**src/rtl/square_color_animator.sv**
```systemverilog
`default_nettype none
// square_color_animator: registered square-state to RGB palette stage with
// frame-synchronous blink (weak) and LFSR rainbow (invincible) animation.
module square_color_animator #(
  parameter int          STATE_W        = 2,
  parameter int          RGB_W          = 12,
  parameter int          BLINK_FRAMES   = 8,
  parameter int          RAINBOW_FRAMES = 4,
  parameter logic [15:0] LFSR_SEED      = 16'hACE1
) (
  input  logic               CLK,
  input  logic               RST,
  input  logic               FRAME_TICK,
  input  logic               PAUSE,
  input  logic               PIXEL_VALID,
  input  logic [STATE_W-1:0] COLOR,
  output logic [RGB_W-1:0]   RGB,
  output logic               RGB_VALID
);

  localparam logic [STATE_W-1:0] SQUARE_STRONG     = STATE_W'(0);
  localparam logic [STATE_W-1:0] SQUARE_OKAY       = STATE_W'(1);
  localparam logic [STATE_W-1:0] SQUARE_WEAK       = STATE_W'(2);
  localparam logic [STATE_W-1:0] SQUARE_INVINCIBLE = STATE_W'(3);

  localparam logic [RGB_W-1:0] BLACK_RGB      = RGB_W'(12'h000);
  localparam logic [RGB_W-1:0] DARK_GREY_RGB  = RGB_W'(12'h444);
  localparam logic [RGB_W-1:0] LIGHT_GREY_RGB = RGB_W'(12'hAAA);
  localparam logic [RGB_W-1:0] WHITE_RGB      = RGB_W'(12'hFFF);

  localparam int BW = (BLINK_FRAMES > 1) ? $clog2(BLINK_FRAMES) : 1;
  localparam int RW = (RAINBOW_FRAMES > 1) ? $clog2(RAINBOW_FRAMES) : 1;
  localparam logic [BW-1:0] BCNT_MAX = BW'(BLINK_FRAMES - 1);
  localparam logic [RW-1:0] RCNT_MAX = RW'(RAINBOW_FRAMES - 1);

  logic [BW-1:0]    bcnt;
  logic [RW-1:0]    rcnt;
  logic             blink_phase;
  logic [15:0]      lfsr;
  logic             tick;
  logic [15:0]      lfsr_next;
  logic [RGB_W-1:0] palette;

  // A tick arriving while paused is simply lost, never deferred.
  assign tick      = FRAME_TICK & ~PAUSE;
  assign lfsr_next = (lfsr >> 1) ^ (lfsr[0] ? 16'hB400 : 16'h0000);

  always_ff @(posedge CLK or posedge RST) begin
    if (RST) begin
      bcnt        <= '0;
      blink_phase <= 1'b0;
      rcnt        <= '0;
      lfsr        <= LFSR_SEED;
    end else if (tick) begin
      if (bcnt == BCNT_MAX) begin
        bcnt        <= '0;
        blink_phase <= ~blink_phase;
      end else begin
        bcnt <= bcnt + 1'b1;
      end
      if (rcnt == RCNT_MAX) begin
        rcnt <= '0;
        lfsr <= lfsr_next;
      end else begin
        rcnt <= rcnt + 1'b1;
      end
    end
  end

  always_comb begin
    palette = BLACK_RGB;
    case (COLOR)
      SQUARE_STRONG:     palette = BLACK_RGB;
      SQUARE_OKAY:       palette = DARK_GREY_RGB;
      SQUARE_WEAK:       palette = blink_phase ? WHITE_RGB : LIGHT_GREY_RGB;
      SQUARE_INVINCIBLE: palette = RGB_W'(lfsr[11:0]);
      default:           palette = BLACK_RGB;
    endcase
  end

  always_ff @(posedge CLK or posedge RST) begin
    if (RST) begin
      RGB       <= '0;
      RGB_VALID <= 1'b0;
    end else begin
      RGB       <= PIXEL_VALID ? palette : '0;
      RGB_VALID <= PIXEL_VALID;
    end
  end

endmodule
`default_nettype wire

```
**config.mk**
```make
export PLATFORM = sky130hd
export DESIGN_NAME = square_color_animator
export DESIGN_NICKNAME = d
export VERILOG_FILES = /design/src/rtl/square_color_animator.sv
export SDC_FILE = /design/constraint.sdc
export NUM_CORES = 1
export LEC_CHECK = 0
export CAP_MARGIN = 10
export CORE_UTILIZATION = 55
export DETAILED_ROUTE_END_ITERATION = 6
export HOLD_SLACK_MARGIN = 0.12
export MAX_ROUTING_LAYER = met4
export PLACE_DENSITY = 0.91
export SETUP_SLACK_MARGIN = 0.15
export SLEW_MARGIN = 20
export SYNTH_ARGS = -nofsm -noshare
export SYNTH_HDL_FRONTEND = slang
export SYNTH_SLANG_ARGS = --single-unit
```
**constraint.sdc**
```tcl
create_clock -name CLK -period 2.8 [get_ports CLK]
set_clock_uncertainty 0.05 [all_clocks]
set_input_delay 0.56 -clock CLK [delete_from_list [all_inputs] [get_ports CLK]]
set_output_delay 0.56 -clock CLK [all_outputs]
set_load 0.05 [all_outputs]
```
Word-level counts from Yosys, hierarchy flattened. Index checks and enable logic that the tools add are counted. Widths: inputs -> output; s select.

$add $sub $neg: 2. Equal/unequal tests: 5. Mux-type cells: 6. Bitwise logic cells: 4. Reductions and logical operators: 3.

Operator list (count): $pmux 12 s4 (1); $mux 16 (1); $xor 15x16->16 (1); $mux 12 (1); $mux 11 (1); $eq 2x2->1 const B (3); $reduce_and 2->1 (2); $add 3x1->3 const B (1); $eq 3x3->1 const B (1); $mux 3 (1); $add 2x1->2 const B (1); $eq 2x1->1 const B (1); $logic_not 2->1 (1); $mux 2 (1); $not 1->1 (2); $and 1x1->1 (1).

Register bits after elaboration: 35. Input port bits: 7. Output and inout bits: 13. Logic and storage cells: 26.

Longest topological paths before layout.
Word-level depth: 3. Mapped depth: 5. Depth with buffers taken out: 4.

Least setup slack after synthesis. No wires, ideal clock.

Kind: input-to-reg. Start: in PAUSE. End: reg lfsr[14]. Library setup time: 0.125 ns. Data arrival time: 1.161 ns. Required time: 2.625 ns. Setup slack: 1.464 ns. Stages on the path: 3. Buffers on the path: 1. Cell sequence: nand3b_4 buf_6 mux2_4.

Longest elaborated chain between the ends: 3.

RTL lines: start, declared (line 14) `input logic PAUSE,`; $not 1->1 (line 45) `assign tick = FRAME_TICK & ~PAUSE;`; $and 1x1->1 (line 45); $reduce_and 2->1 (no source line); end signal, assigned (line 63) `lfsr <= lfsr_next;`; end, declared (line 39) `logic [15:0] lfsr;`.

No other way between the ends. A chain may end at the register's enable or synchronous reset.

Worst setup path after layout.
Start: reg RGB[7]. End: out RGB[7].

RTL lines: start, declared (line 17) `output logic [RGB_W-1:0] RGB,`; start signal, assigned (line 86) `RGB <= PIXEL_VALID ? palette : '0;`.

No word-level cell between the ends.

==> metrics.csv <==
stage,metric,value,unit
run_status,run status,"finished, final reports clean",
routing,DRC,0,
synthesis,Synth Cell Area,1400,µm²
global_routing,antenna violations before repair,0,
setup_path,CP Buf/Inv Count,1,
power_and_ir_drop,NetSw,0.306,mW
power_and_ir_drop,Leak Pwr,0.792,nW
placement,Port Buf Inserts,19,
die,Std-Cell Rows,17,
power_and_ir_drop,Power Internal,0.838,mW
run,Max Cap Viol,0,
setup_path,Setup crit start kind,flip-flop,
synthesis,"Distinct cells, synth",21,
setup_path,"Slowest-stage cell, CP",clkdlybuf4s50_1,
routing,final wirelength,2440,µm
clock_network,CTS root buf,clkbuf_4,
clock_network,worst skew pair latency,0.33,ns
timing,Setup Viol. Count Final,0,
setup_path,Worst EP arrival,1.49,ns
timing,crit path time final,2.10,ns
synthesis,Yosys reg bits,35,
routing,Avg WL per Cell,14.5,µm
timing,Max Clk Rate,0.476,GHz
die,die boundary width,52.5,µm
min_path,Hold Crit Class,flip-flop to flip-flop,
timing,Fin Setup TNS,0,ns
power_and_ir_drop,Power Density,674,nW/µm²
setup_path,crit path max fanout,1,
die,core area,2320,µm²
clock_network,H-tree depth,2,
power_and_ir_drop,Clock power frac,32.9,%
die,Initial Utilization,60.6,%
timing,Least-Margin Pin Slew,0.504,ns
timing,Slew HR,66.3,%
die,Die ar.,2760,µm²
layout,"commonest non-fill, non-tap cell in the layout",dfrtp_1,
power_and_ir_drop,maximum vdd drop,0.000541,V
setup_path,CP Class,flip-flop to output port,
synthesis,register area share after synthesis,63.1,%
synthesis,syn_area_per_cell,12.1,µm²
placement,placed cell area,1610,µm²
global_routing,grt ovf,0,
placement,cell count after placement,160,
die,die height,52.5,µm
clock_network,Max clock buf depth,2,
setup_path,Worst setup EP type,output port,
layout,Syn-to-layout area delta,20.9,%
power_and_ir_drop,sw frac,26.8,%
synthesis,Ys Warns,0,
clock_network,hold buffers post-CTS,0,
synthesis,syn nets,126,
layout,Nets,149,
synthesis,synthesized instance count,116,
layout,Non-Filler Instances,168,
clock_network,Worst-path clk slew,0.10,ns
global_routing,largest net degree at the start of global routing,36,
layout,layout cells sized above 1,20.0,%
routing,DRT iter0 DRCs,21,
setup_path,reg2reg setup slack,1.35,ns
setup_path,crit-path cells,clkdlybuf4s50_1,
setup_path,max incr delay on CP,0.81,ns
timing,"Period Utilization, post-route",75.0,%
setup_path,critical path data required time,2.19,ns
placement,half-perimeter wire length after placement,1640,µm
global_routing,Total GRT Usage,24.2,%
clock_network,CTS resizes,0,
power_and_ir_drop,Comb pwr share,16.3,%
global_routing,wire length of the first global-routing pass,4330,µm
timing,unrepaired setup endpoints after global routing,no,
die,I/O pins,20,
routing,via count,898,
clock_network,Sink Count,35,
placement,GPL Wtd Cong,0.781,
global_routing,vias in the first global route,966,
clock_network,total CTS buffers,5,
routing,Initial DRT Pass Iterations,4,
power_and_ir_drop,sequential share of power,50.9,%
timing,count of pins over their slew limit,0,
setup_path,Top delay family on crit path,buffers and inverters,
layout,# diodes,0,
timing,Fin. Hold Viols,0,
routing,ANT nets after route,0,
clock_network,CTS tree,yes,
layout,design area,1700,µm²
layout,"commonest non-fill, non-tap cells in the layout","dfrtp_1 (27), nand2_1 (22), clkdlybuf4s50_1 (19), o21ai_0 (11), a21oi_1 (9)",
routing,Vias/cell,5.35,
clock_network,total setup buffers inserted after CTS,0,
## through the flow
step | worst slack, ns | utilization [%] | hold slack (ns) | total power [mW]
3_5_place_dp | 0.742 | 69.5 | 0.420 | 0.779
4_1_cts | 0.675 | 73.2 | 0.445 | 1.16
6_report | 0.699 | 73.2 | 0.441 | 1.14
5_1_grt | 0.637 | 73.2 | 0.480 | 1.21
3_3_place_gp | 0.829 | 69.5 | 0.411 | 0.763
2_1_floorplan | 1.43 | - | 0.400 | 0.721
## area by class of cell
class                           instances  area (µm²)
Clock buffer                            6        51.3
Tap cell                               28        35.0
Multi-Input combinational cell         69         463
Timing Repair Buffer                   20         198
Inverter                                8        30.0
Sequential cell                        35         886
Fill cell                             141         621
Clock inverter                          2        35.0
## cells by family after synthesis
| family | after synthesis | synth area share, % |
|---|---|---|
| and+or+nand+nor | 29 | 10.5 |
| xor gates and xnor gates | 4 | 2.50 |
| AOI/OAI and AO/OA | 25 | 9.80 |
| buffers and inverters | 12 | 3.92 |
| DFF | 35 | 63.1 |
| muxes | 8 | 7.49 |
| adders and majority gates | 3 | 2.67 |
## registers in the layout (all words and copies together), names as in the netlist
| name | cells |
|---|---|
| RGB | 12 |
| RGB_VALID | 1 |
| bcnt | 3 |
| blink_phase | 1 |
| lfsr | 16 |
| rcnt | 2 |
## cells in the mapped netlist (all sizes together)
library cell	count	share of area, %
dfrtp	27	48
a21boi	3	1.6
buf	3	1.5
nand2b	1	0.98
a21o	2	1.1
or2b	1	0.53
or2	1	0.45
mux2	8	7.5
ha	3	2.7
a21oi	9	3.2
xnor2	4	2.5
and2b	1	0.53
nand2	22	5.9
nor3	2	0.71
inv	8	2.1
dfstp	8	15
nand3b	1	1.4
o21ai	11	3.9
clkbuf	1	0.27
## power groups by stage
stage	sequential [mW]	combinational, mW	clock [mW]
floorplan	0.625	0.0960	0
global placement	0.589	0.175	0
detailed placement	0.592	0.187	0
CTS	0.582	0.190	0.384
global route	0.589	0.207	0.412
finish	0.582	0.186	0.376
## tightest hold or removal path, delay by kind of cell, from the launching register on
family / cells / cell delay, ns
flip-flops: 1 / 0.36
AND/OR/NAND/NOR: 2 / 0.10
## final timing paths
path	depth (start not counted)	from	end
max in group asynchronous	3	RST	lfsr[13]
min in group asynchronous	3	RST	RGB[4]
worst max register to register	3	rcnt[0]	lfsr[9]
worst max-delay path	1	RGB[7]	RGB[7]
worst min-delay path	2	bcnt[1]	bcnt[1]
worst min register to register	2	bcnt[1]	bcnt[1]
## routing by layer
metal  part of all wire, %  track usage, %  up-vias
met4                   3.2            14.0        0
met2                    50            37.8       38
li1                      -               -      422
met5                     0               -        -
met3                   6.1            8.12        9
met1                    41            27.0      429
Note: power is estimated with default switching activity, not from simulation.
